==> src/rtl/stream_output_handler.sv <==
// Purpose : round-robin merge of two 41-bit result streams, packed three per 128-bit output word.
// Latency : the third result handshaken in cycle k shows so_valid in k+2; a lone partial word is flushed
//           FLUSH_TIMEOUT idle cycles later. Backpressure: full packer with a blocked output drops both rdy.
// Ports   : clk/rst (sync, active-high); result_{0,1}_{data,valid}_in / result_{0,1}_rdy_out input streams;
//           so_data/so_valid/so_rdy output stream; results_cnt_out/words_cnt_out wrapping statistics.
// Word    : [40:0]=slot0 [81:41]=slot1 [122:82]=slot2 [124:123]=valid slot count [127:125]=0.
module stream_output_handler #(
   parameter int FLUSH_TIMEOUT = 64,
   parameter int CNT_WIDTH     = 32
) (
   input  logic                 clk,
   input  logic                 rst,
   input  logic [40:0]          result_0_data_in,
   input  logic                 result_0_valid_in,
   output logic                 result_0_rdy_out,
   input  logic [40:0]          result_1_data_in,
   input  logic                 result_1_valid_in,
   output logic                 result_1_rdy_out,
   output logic [127:0]         so_data,
   output logic                 so_valid,
   input  logic                 so_rdy,
   output logic [CNT_WIDTH-1:0] results_cnt_out,
   output logic [CNT_WIDTH-1:0] words_cnt_out
);

   localparam logic [15:0] TIMEOUT = 16'(FLUSH_TIMEOUT);

   logic [1:0]   cnt;
   logic [40:0]  slot0, slot1, slot2;
   logic [15:0]  timer;
   logic         last_grant;

   logic         out_free;
   logic         emit;
   logic         can_accept;
   logic         grant_0, grant_1;
   logic         accept;
   logic [40:0]  acc_data;
   logic [127:0] packed_word;

   assign out_free    = !so_valid || so_rdy;
   // A partial word is forced out once the idle timer has saturated, but only when the output can take it.
   assign emit        = ((cnt == 2'd3) || ((cnt != 2'd0) && (timer == TIMEOUT))) && out_free;
   // A full packer still accepts when it drains this same cycle: the new result refills slot0.
   assign can_accept  = (cnt != 2'd3) || emit;
   // Unused slots are always zero because the packer clears them on every drain and on reset.
   assign packed_word = {3'b000, cnt, slot2, slot1, slot0};

   always_comb begin
      grant_0 = 1'b0;
      grant_1 = 1'b0;
      if (result_0_valid_in && result_1_valid_in) begin
         // Tie: the buffer that did not win last time goes next.
         grant_0 = last_grant;
         grant_1 = !last_grant;
      end else begin
         grant_0 = result_0_valid_in;
         grant_1 = result_1_valid_in;
      end
   end

   assign result_0_rdy_out = grant_0 && can_accept && !rst;
   assign result_1_rdy_out = grant_1 && can_accept && !rst;
   // A grant implies the matching valid, so rdy alone marks the handshake.
   assign accept           = result_0_rdy_out || result_1_rdy_out;
   assign acc_data         = result_1_rdy_out ? result_1_data_in : result_0_data_in;

   always_ff @(posedge clk) begin
      if (rst) begin
         so_data         <= '0;
         so_valid        <= 1'b0;
         cnt             <= 2'd0;
         slot0           <= '0;
         slot1           <= '0;
         slot2           <= '0;
         timer           <= '0;
         last_grant      <= 1'b1;
         results_cnt_out <= '0;
         words_cnt_out   <= '0;
      end else begin
         // Output register: load on emit, otherwise clear once the consumer has taken the word.
         if (emit) begin
            so_data  <= packed_word;
            so_valid <= 1'b1;
         end else if (out_free) begin
            so_valid <= 1'b0;
         end

         // Packer
         if (emit) begin
            slot1 <= '0;
            slot2 <= '0;
            if (accept) begin
               slot0 <= acc_data;
               cnt   <= 2'd1;
            end else begin
               slot0 <= '0;
               cnt   <= 2'd0;
            end
         end else if (accept) begin
            case (cnt)
               2'd0:    slot0 <= acc_data;
               2'd1:    slot1 <= acc_data;
               default: slot2 <= acc_data;
            endcase
            cnt <= cnt + 2'd1;
         end

         // Idle timer: runs only while a partial word waits with no activity.
         if (accept || emit || (cnt == 2'd0)) begin
            timer <= '0;
         end else if (timer != TIMEOUT) begin
            timer <= timer + 16'd1;
         end

         if (accept) begin
            last_grant      <= result_1_rdy_out;
            results_cnt_out <= results_cnt_out + CNT_WIDTH'(1);
         end

         if (so_valid && so_rdy) begin
            words_cnt_out <= words_cnt_out + CNT_WIDTH'(1);
         end
      end
   end

endmodule
==> config.mk <==
export PLATFORM = sky130hd
export DESIGN_NAME = stream_output_handler
export DESIGN_NICKNAME = d
export VERILOG_FILES = /design/src/rtl/stream_output_handler.sv
export SDC_FILE = /design/constraint.sdc
export NUM_CORES = 1
export LEC_CHECK = 0
export BUFFER_PORTS_ARGS = -buffer_cell sky130_fd_sc_hd__buf_2
export CAP_MARGIN = 20
export CORE_MARGIN = 1.5
export CORE_UTILIZATION = 47
export CTS_CLUSTER_DIAMETER = 200
export CTS_CLUSTER_SIZE = 30
export DETAILED_ROUTE_END_ITERATION = 10
export PLACE_DENSITY = 0.7
export SLEW_MARGIN = 40
export SYNTH_ARGS = -nofsm -noshare
export SYNTH_HDL_FRONTEND = slang
export SYNTH_SLANG_ARGS = --single-unit
==> constraint.sdc <==
create_clock -name clk -period 4.9 [get_ports clk]
set_clock_uncertainty 0.15 [all_clocks]
set_input_delay 0.245 -clock clk [delete_from_list [all_inputs] [get_ports clk]]
set_output_delay 0.245 -clock clk [all_outputs]
set_load 0.03 [all_outputs]
==> impl_metrics.toml <==
[outcome]
status = "finished clean"

[drt]
num_vias = 12000
wirelength_um = 36300
drc = 0
dr.pass1.iters = 7
routedWlPerCell_um = 17.2
drt_iter0_drc = 943
drtAntennaViolNets = 0
via_per_inst = 5.70

[setup_path]
endpoint_kind = "flip-flop"
required_ns = 5.14
critical_path_class = "reg2reg"
r2r_start = "cnt[0]"
startpoint = "cnt[0]"
crit_fanout = 42
cp.arrival_ns = 3.64
startpoint_type = "flip-flop"

[floorplan]
fp.coreArea_um2 = 27800
fp.dieH_um = 171
die_w_um = 171
placementRows = 61
die-area_um2 = 29200
ioPinCount = 282
start_util_pct = 47.8

[synth]
netlist_area_um2 = 13300
synthMuxAreaShare_pct = 4.53
synth_top_family_by_area = "compound AO/OA/AOI/OAI gates"
syn_avg_cell_area_um2 = 8.93
synth_cell_types = 51
ys_seq_area_share_pct = 50.1
yosys.area_share.adder_pct = 0.660
synth_area_leaders = "dfxtp_1, a21oi_1, nand3_1"
syn_inst = 1486
synth-edff-count = 0
synth_simple_gate_area_share_pct = 16.6
ys_ff_latch = 332
synth_top_area_cell = "dfxtp_1"
synthArstFlopShare_pct = 0
synth_ff_type = "dfxtp_1"
synth_top_area_share_pct = 50.1
synth_common_cells = "dfxtp_1, a21oi_1, nand3_1"
synth_compound_area_share_pct = 21.2
synth_warnings = 0
synthXorXnorAreaFrac_pct = 1.72
synthMostInstantiatedCell = "dfxtp_1"

[min_path]
hold_path.class = "in2reg"
min_from = "result_0_data_in[26]"

[finish]
syn2layout_area_growth_pct = 20.3
drive_above_1_share_pct = 20.0
fin_cells = 2112
final_area_um2 = 16000
num-nets-final = 1828
n_antenna_cell = 0
nFillCells = 2533

[power]
powerDensity_nw_per_um2 = 302
ir_drop_uv = 209
p_leak_nw = 5.86

[clock_tree]
root_buffer = "clkbuf_16"
cts_tree = "done"
cts_resized = 0
clock_sinks = 332
cts_hold_buffers = 71
post_cts_buffers = 0
htreeDepth = 1
cts_buffers = 15
cts.path.max_buffers = 3
clkTransAtPathRegs_ns = 0.11
worstSkewPairLatency_ns = 0.51

[global_routing]
antenna_found_initial = 0
grt-ovfl-total = 0
grt_max_degree = 138
grt_usage_pct = 23.8
grt_pass1_wl_um = 57300
grt_pass1_vias = 11200

[sta]
setup_viol = 0
rsz0062_at_grt = "false"
fin_crit_ns = 3.40
setup_ws_ns = 1.50
tightest_slew_ns = 0.789
final.period_utilization_pct = 69.4
holdWs_ns = 0.00815
setup_tns_ns = 0
slew_viol_final = 0
relSlewSlack_pct = 47.4
max_freq_mhz = 294
hold_violations = 0

[placed_design]
gp_congestion = 0.832
io_buffers = 278
pre_cts_slack_ns = 1.71
dp.cells = 2021
dpl-instance-area_um2 = 14800
dp_hpwl_um = 21800

[job]
drv_cap = 0
-- power by group --
group          leakage, nW  switching, W  internal (W)
clock network        0.201      0.000857      0.000574
logic                 2.97      0.000316      0.000200
registers             2.69     0.0000639       0.00281
-- cell type report --
type                            instances  area, µm²  share of cell area [%]
Sequential cell                       332       6650                    41.6
Tap cell                              378        473                    2.96
Clock inverter                          2       38.8                   0.243
Inverter                               24       90.1                   0.564
Timing Repair Buffer                  365       2270                    14.3
Clock buffer                           15        375                    2.35
Multi-Input combinational cell        996       6060                    38.0
-- final timing paths --
check	slack [ns]	endpoint	depth (start not counted)
setup / recovery	1.50	slot0[27]	7
hold / removal	0.008	slot0[26]	3
setup reg to reg	1.50	slot0[27]	7
hold reg to reg	0.28	so_data[88]	2
-- sequential cells by signal, summed over array words and instances (netlist names), 2 cells and up --
| signal | cells |
|---|---|
| slot0 | 41 |
| results_cnt_out | 32 |
| slot1 | 41 |
| slot2 | 41 |
| cnt | 2 |
| so_data | 125 |
| words_cnt_out | 32 |
| timer | 16 |
-- cells in the final DEF (no fill, tap or decap), types with 16 or more instances in the layout --
cell           Yosys  routed
a211oi_1          82      82
a21oi_1          167     166
buf_2             11     277
dfxtp_1          332     332
dlygate4sd3_1      0      72
inv_1             24      24
mux2_2            16      16
mux2i_1           42      42
nand2_1           25      25
nand3_1          142     141
nand4_1           28      28
nor2_1           138     137
o21ai_0          140     139
o2bb2ai_1         41      41
o31ai_1           21      21
or3_1             16      16
or4_1             24      24
xnor2_1           18      18
-- stage by stage --
stage	utilization, %	power [W]
after floorplan	-	0.00324
after global placement	53.0	0.00338
after detailed placement	53.1	0.00339
after CTS	57.2	0.00486
after global routing	57.5	0.00501
final	57.5	0.00482
-- per-layer routing --
layer	global-route usage (%)	routed length [µm]	up-vias
li1	-	-	5866
met4	4.92	559	0
met2	39.9	16900	355
met5	0	0	-
met1	31.7	16400	5786
met3	4.79	2430	34
-- critical path, cell delays in order, from the launching register on --
cell           delay, ns
dfxtp_1             0.35
ha_1                0.32
and3b_1             0.29
a2111oi_4           0.28
buf_4               0.65
mux2i_1             0.47
dlygate4sd3_1       0.63
o2bb2ai_1           0.07
-- logic make-up (layout without fill, tap and decap cells) --
kind of cell    after synthesis  in the layout
flops                       332            332
mux                          58             58
other cells                   1              3
fa+ha+maj                     7              7
buf+inv                     160            406
xor+xnor                     26             26
simple gates                437            437
compound gates              465            465
Power figures use the tool's default switching activity.
